==> src/rtl/dco_nco_bank.sv <==
// dco_nco_bank: NCH phase-accumulator oscillators sharing one configuration write port.
// Define DCO_NCO_GLIDE_EN to make writes glide the frequency code toward its target.
module dco_nco_ch #(
   parameter int CODE_W     = 8,
   parameter int ACC_W      = 16,
   parameter int GLIDE_STEP = 1
) (
   input  logic              clk,
   input  logic              rst,
   input  logic              ena,
   input  logic              wr,
   input  logic [CODE_W-1:0] wr_code,
   input  logic [1:0]        wr_mode,
   input  logic              wr_clr,
   output logic              dco,
   output logic              busy
);
   logic [ACC_W-1:0]  acc;
   logic [CODE_W-1:0] cur, tgt;
   logic [1:0]        mode;
   logic [ACC_W:0]    sum;
   logic              adv;

   assign adv  = ena && (mode != 2'b00) && (cur != '0);
   assign sum  = {1'b0, acc} + (ACC_W+1)'(cur);
   // Without glide cur and tgt are always written together, so this stays 0.
   assign busy = (cur != tgt);

`ifdef DCO_NCO_GLIDE_EN
   localparam logic [CODE_W-1:0] STEP = CODE_W'(GLIDE_STEP);
   logic [CODE_W-1:0] cur_nxt;

   always_comb begin
      cur_nxt = cur;
      if (tgt > cur)      cur_nxt = (tgt - cur > STEP) ? cur + STEP : tgt;
      else if (cur > tgt) cur_nxt = (cur - tgt > STEP) ? cur - STEP : tgt;
   end
`endif

   always_ff @(posedge clk) begin
      if (rst) begin
         acc  <= '0;
         cur  <= '0;
         tgt  <= '0;
         mode <= 2'b00;
         dco  <= 1'b0;
      end else begin
         if (adv) acc <= sum[ACC_W-1:0];
         // Square modes hold while stalled; the pulse mode only fires on a real carry.
         case (mode)
            2'b00:   dco <= 1'b0;
            2'b01:   if (adv) dco <= acc[ACC_W-1];
            2'b11:   if (adv) dco <= ~acc[ACC_W-1];
            default: dco <= adv & sum[ACC_W];
         endcase
`ifdef DCO_NCO_GLIDE_EN
         cur <= cur_nxt;
         if (wr) begin
            tgt  <= wr_code;
            mode <= wr_mode;
         end
`else
         if (wr) begin
            cur  <= wr_code;
            tgt  <= wr_code;
            mode <= wr_mode;
         end
`endif
         if (wr && wr_clr) acc <= '0;
      end
   end
endmodule

module dco_nco_bank #(
   parameter int CODE_W     = 8,
   parameter int ACC_W      = 16,
   parameter int NCH        = 2,
   parameter int GLIDE_STEP = 1,
   localparam int CH_W      = (NCH > 1) ? $clog2(NCH) : 1
) (
   input  logic              clk,
   input  logic              rst,
   input  logic              ena,
   input  logic              wr_valid,
   output logic              wr_ready,
   input  logic [CH_W-1:0]   wr_ch,
   input  logic [CODE_W-1:0] wr_code,
   input  logic [1:0]        wr_mode,
   input  logic              wr_phase_clr,
   output logic [NCH-1:0]    dco_out,
   output logic [NCH-1:0]    busy
);
   logic rdy_q;
   logic accept;

   always_ff @(posedge clk) begin
      if (rst) rdy_q <= 1'b0;
      else     rdy_q <= 1'b1;
   end

`ifdef DCO_NCO_GLIDE_EN
   localparam int NPAD = 1 << CH_W;
   // Out-of-range channels read as idle so their writes still complete.
   logic [NPAD-1:0] busy_pad;
   assign busy_pad = NPAD'(busy);
   assign wr_ready = rdy_q && !busy_pad[wr_ch];
`else
   assign wr_ready = rdy_q;
`endif

   assign accept = wr_valid && wr_ready;

   for (genvar c = 0; c < NCH; c++) begin : g_ch
      dco_nco_ch #(
         .CODE_W    (CODE_W),
         .ACC_W     (ACC_W),
         .GLIDE_STEP(GLIDE_STEP)
      ) u_ch (
         .clk    (clk),
         .rst    (rst),
         .ena    (ena),
         .wr     (accept && (wr_ch == CH_W'(c))),
         .wr_code(wr_code),
         .wr_mode(wr_mode),
         .wr_clr (wr_phase_clr),
         .dco    (dco_out[c]),
         .busy   (busy[c])
      );
   end
endmodule

==> config.mk <==
export PLATFORM = sky130hd
export DESIGN_NAME = dco_nco_bank
export DESIGN_NICKNAME = d
export VERILOG_FILES = /design/src/rtl/dco_nco_bank.sv
export SDC_FILE = /design/constraint.sdc
export NUM_CORES = 1
export LEC_CHECK = 0
export ABC_CLOCK_PERIOD_IN_PS = 2700
export BUFFER_PORTS_ARGS = -buffer_cell sky130_fd_sc_hd__buf_2
export CELL_PAD_IN_SITES_DETAIL_PLACEMENT = 1
export CELL_PAD_IN_SITES_GLOBAL_PLACEMENT = 2
export CORE_ASPECT_RATIO = 1.25
export CORE_MARGIN = 8
export CORE_UTILIZATION = 36
export CTS_CLUSTER_DIAMETER = 60
export DETAILED_ROUTE_END_ITERATION = 8
export PLACE_DENSITY = 0.79
export SLEW_MARGIN = 20
export SYNTH_ARGS = -nofsm -noshare
export SYNTH_HDL_FRONTEND = slang
export SYNTH_SLANG_ARGS = --single-unit
==> constraint.sdc <==
create_clock -name clk -period 2.7 [get_ports clk]
set_clock_uncertainty 0.1 [all_clocks]
set_input_delay 0.54 -clock clk [delete_from_list [all_inputs] [get_ports clk]]
set_output_delay 0.54 -clock clk [all_outputs]
set_load 0.005 [all_outputs]
## Yosys cells after proc, flatten, opt, wreduce, memory -nomap -nowiden

Index checks and enable logic that the tools add are counted.

- Logic and storage cells: 50
- Output and inout port bits: 5
- Register bits: 55
- Input bits: 16

- Muxes and demuxes: 7
- Add/sub/neg operators: 2
- Bitwise logic cells: 5
- Equal/unequal tests: 8
- Reduce and logical (&&, ||, !) cells: 19

Operators with widths:

| cell | number |
|---|---|
| adder 16 x 8 -> 17 bit | 2 |
| nonzero test 8 bit | 2 |
| logical AND 1 bit | 9 |
| inequality test 2 x 1 -> 1 bit (second input constant) | 4 |
| case mux 1 bit (3 select lines) | 2 |
| two-way mux 1 bit | 5 |
| equality test 2 x 1 -> 1 bit (second input constant) | 2 |
| equality test 2 bit (second input constant) | 2 |
| zero test 2 bit | 2 |
| AND reduction 2 bit | 2 |
| nonzero test 2 bit | 2 |
| OR reduction 2 bit | 2 |
| NOT 1 bit | 3 |
| AND 1 bit | 2 |

## Longest topological paths before layout

- Depth after elaboration: 5
- Gate-level depth with buffers: 7
- Mapped depth without buffers: 7

## Modules after synthesis

A second synthesis with hierarchy kept.

- Cell total of the unflattened synthesis: 334
- Area total of the unflattened synthesis: 2,947.8 µm²

By module, submodules not included:

| module | area an instance (µm²) | cells an instance | seq. area each (µm²) | times used |
|---|---|---|---|---|
| dco_nco_ch | 1,453.9 | 165 | 540.5 | 2 |
| dco_nco_bank | 40.0 | 4 | 20.0 | 1 |

## Least setup slack after synthesis

Ideal clock, no wire load.

- Path type: flip-flop to flip-flop
- Start point: register g_ch[0].u_ch.cur[0]
- End point: register g_ch[0].u_ch.acc[8]
- Cell stages (with the launch flop): 8
- Path slack: 0.540 ns
- Data arrival time: 1.933 ns
- Buffers on the path: 0
- Clock period less this slack: 2.160 ns
- Library setup time: 0.128 ns
- Required time: 2.472 ns
- Cells stage by stage: dfxtp_1 -> ha_1 -> fa_1 -> a211oi_1 -> o21ai_2 -> a31oi_2 -> xor2_1 -> nor2_1

- Longest elaborated chain between the ends: 2
- Elaborated cells between the ends (all ways): 3
- Classes of those cells: add/sub: 1; reduce/logical: 2

RTL lines:

| element | line | RTL |
|---|---|---|
| start: declaration | 19 | `logic [CODE_W-1:0] cur, tgt;` |
| start signal: assignment | 64 | `cur <= wr_code;` |
| branches (longest 2 deep; another with adder 16 x 8 -> 17 bit) | n/a |  |
| end signal: assignment | 48 | `if (adv) acc <= sum[ACC_W-1:0];` |
| end: declaration | 18 | `logic [ACC_W-1:0] acc;` |

Several ways; the timed one is not identified.
A chain may end at the register's enable or synchronous reset.

## Worst setup path after layout

Ends and elaborated chain as after synthesis.

==> impl_metrics.toml <==
[die]
dieArea_um2 = 11400
die_x_um = 97.0
die_y_um = 117
num_io_pins = 21
start_util = 0.365
core-area_um2 = 8100
rows = 37

[layout]
fillers = 1008
synthToLayoutAreaGrowth_pct = 10.1
final_area_um2 = 3250
n_antenna_cell = 0
nNetsFinal = 411
drive_gt1_frac = 0.130
fin_util = 0.402

[global_route]
antenna_found_initial = 0
grt_max_degree = 20
grt-ovfl-total = 0
grt_pass1_wl_um = 12600
grt_pass1_vias = 2664
grt_usage = 0.129

[route]
top_layer = "met4"
wl_met2_um = 3700
drc = 0
drtAntennaViolNets = 0
routed_wirelength_um = 7110
route.layer.met1.wl_um = 3210
vias = 2527
vias_per_cell = 5.32
wl_met3_um = 130
first_pass_iters = 4
first_iter_violations = 55
routedWlPerCell_um = 15.0

[yosys]
netlist_area_um2 = 2960
ys_seq_elements = 55
ys_types = 52
yosysSeqAreaShare = 0.373
ys_warn_count = 0
synthCells = 358
syn_avg_cell_area_um2 = 8.26

[worst_setup_path]
path_max_fanout = 7
critPathLaunchType = "flop"
required_ns = 2.79
critPathCaptureType = "flop"
path_cells = "ha_1, fa_1, a211oi_1, o21ai_2, a31oi_2, xor2_1, nor2_1"
max_stage_delay_ns = 0.45
crit_arrival_ns = 2.46
critical_path_class = "reg -> reg"
slowest_stage = "fa_1"

[cts]
cts.path.max_buffers = 2
cts_sinks = 55
clock_latency_ns = 0.30
numCtsBuffers = 5
postCtsHoldBufs = 0
cts_tree = "built"
cts_root_buffer = "clkbuf_8"
clk_pin_slew_ns = 0.10
cts_htree_levels = 2
cts_resized = 0
post_cts_buffers = 0

[power]
netSwitchingPower_mw = 0.345
switching_share = 0.239
power.share.sequential = 0.579
p_int_mw = 1.10
clock_power_share = 0.343
ir_drop_v = 0.000226
p_comb_frac = 0.078
power_density_nw_per_um2 = 444
p_leak_nw = 1.24

[worst_hold_path]
worstHoldPathType = "reg -> reg"

[sta]
relSlewSlack = 0.633
min_period_over_period = 0.878
finalSetupViolCount = 0
max_freq_mhz = 422
min_period_ns = 2.37
tns_ns = 0
grt_setup_unrepaired = "false"
tightestPinTransition_ns = 0.551
slew_violations = 0
hold_violations = 0

[run_status]
status = "completed"

[placement]
dpl_cell_area_um2 = 3150
routabilityCongestion = 0.789
io_buffers = 18
dpl.hpwl_um = 5650

[job]
drv_cap = 0
-- cells in the final DEF (no fill, tap or decap), types with 3 or more instances in the layout --
cell type   n
a211oi_1   11
a21o_1      8
a21oi_1    52
and3_1      5
buf_2      18
buf_4       7
clkbuf_8    7
dfxtp_1    55
ha_1       16
inv_1       7
nand2_1    72
nand3_1     7
nand4_1     4
nor2_1     21
nor4_1      3
o211ai_1    3
o21ai_0    16
or3_1      11
xnor2_1    11
xor2_1      3
-- critical path: cells and delay by family (launching register included) --
family                     cells  cell delay (ns)
AOI/OAI and AO/OA              3             0.86
xor gates and xnor gates       1             0.18
adders and majority gates      2             0.70
DFF                            1             0.36
and+or+nand+nor                1             0.06
-- worst paths after layout --
kind / start / endpoint / slack, ns / depth (start not counted)
setup / recovery: g_ch[0].u_ch.cur[0] / g_ch[0].u_ch.acc[8] / 0.33 / 7
hold / removal: g_ch[1].u_ch.acc[3] / g_ch[1].u_ch.acc[3] / 0.37 / 2
setup reg to reg: g_ch[0].u_ch.cur[0] / g_ch[0].u_ch.acc[8] / 0.33 / 7
hold reg to reg: g_ch[1].u_ch.acc[3] / g_ch[1].u_ch.acc[3] / 0.37 / 2
-- cell type report --
type	count	area, µm²	share of cell area
flip-flops and latches	55	1100	0.338
well taps	97	121	0.0373
inverters	7	26.3	0.00808
clock buffers	8	100	0.0308
multi-input cells	283	1760	0.542
repair buffers	25	143	0.0438
-- per-layer routing --
metal | vias to the layer above | track usage
li1 | 1315 | -
met3 | 4 | 0.0217
met2 | 11 | 0.235
met1 | 1197 | 0.151
met5 | - | 0
met4 | 0 | 0.0338
-- registers in the layout, summed over array words and instances, names as in the netlist --
| register | cells |
|---|---|
| g_ch.u_ch.acc | 32 |
| g_ch.u_ch.cur | 16 |
| g_ch.u_ch.mode | 4 |
| g_ch.u_ch.dco | 2 |
| wr_ready | 1 |
-- per-stage QoR --
stage	hold WS, ns	cells	setup slack (ns)	power [mW]
2_1_floorplan	0.329	359	0.540	0.928
3_3_place_gp	0.344	467	0.363	0.969
3_5_place_dp	0.355	467	0.324	0.971
4_1_cts	0.369	475	0.309	1.47
5_1_grt	0.383	475	0.0645	1.52
6_report	0.368	475	0.329	1.45
-- cell families (layout without fill, tap and decap cells) --
logic type	count (synthesis)	after routing	share of synthesized area
and+or+nand+nor	135	135	0.221
adders and majority gates	18	18	0.0813
other	1	2	0.00127
buffers and inverters	21	40	0.0326
AOI/OAI and AO/OA	114	114	0.250
xor gates and xnor gates	14	14	0.0415
DFF	55	55	0.373
-- cell usage after synthesis, drive strengths merged --
master | instances | area share
and3 | 5 | 0.011
a21oi | 53 | 0.091
xor2 | 3 | 0.0089
inv | 7 | 0.0089
o31ai | 1 | 0.0025
o41ai | 1 | 0.0030
xnor2 | 11 | 0.033
o211ai | 4 | 0.012
a32oi | 1 | 0.0055
buf | 8 | 0.016
nand2 | 72 | 0.091
o21ba | 1 | 0.0034
a221oi | 2 | 0.0080
clkbuf | 6 | 0.0076
nand3b | 1 | 0.0025
nand2b | 1 | 0.0021
o21bai | 1 | 0.0025
nand4 | 4 | 0.0085
or3 | 11 | 0.023
dfxtp | 55 | 0.37
o21a | 2 | 0.0051
or4 | 2 | 0.0051
a31o | 1 | 0.0030
a21o | 9 | 0.023
conb | 1 | 0.0013
o21ai | 20 | 0.036
a211oi | 12 | 0.032
nor3 | 3 | 0.0068
and3b | 1 | 0.0030
a211o | 1 | 0.0030
nor4 | 7 | 0.029
nor2 | 21 | 0.027
nand3 | 7 | 0.012
a31oi | 1 | 0.0042
ha | 16 | 0.068
a41oi | 2 | 0.0085
o2111ai | 1 | 0.0030
a221o | 1 | 0.0034
fa | 2 | 0.014
-- power groups by stage --
stage	Sequential (mW)	Clock [mW]	Combinational, mW
5_1_grt	0.840	0.549	0.128
3_5_place_dp	0.856	0	0.115
4_1_cts	0.838	0.521	0.115
2_1_floorplan	0.853	0	0.0751
3_3_place_gp	0.856	0	0.113
6_report	0.837	0.495	0.113
(Power assumes the default switching activity.)
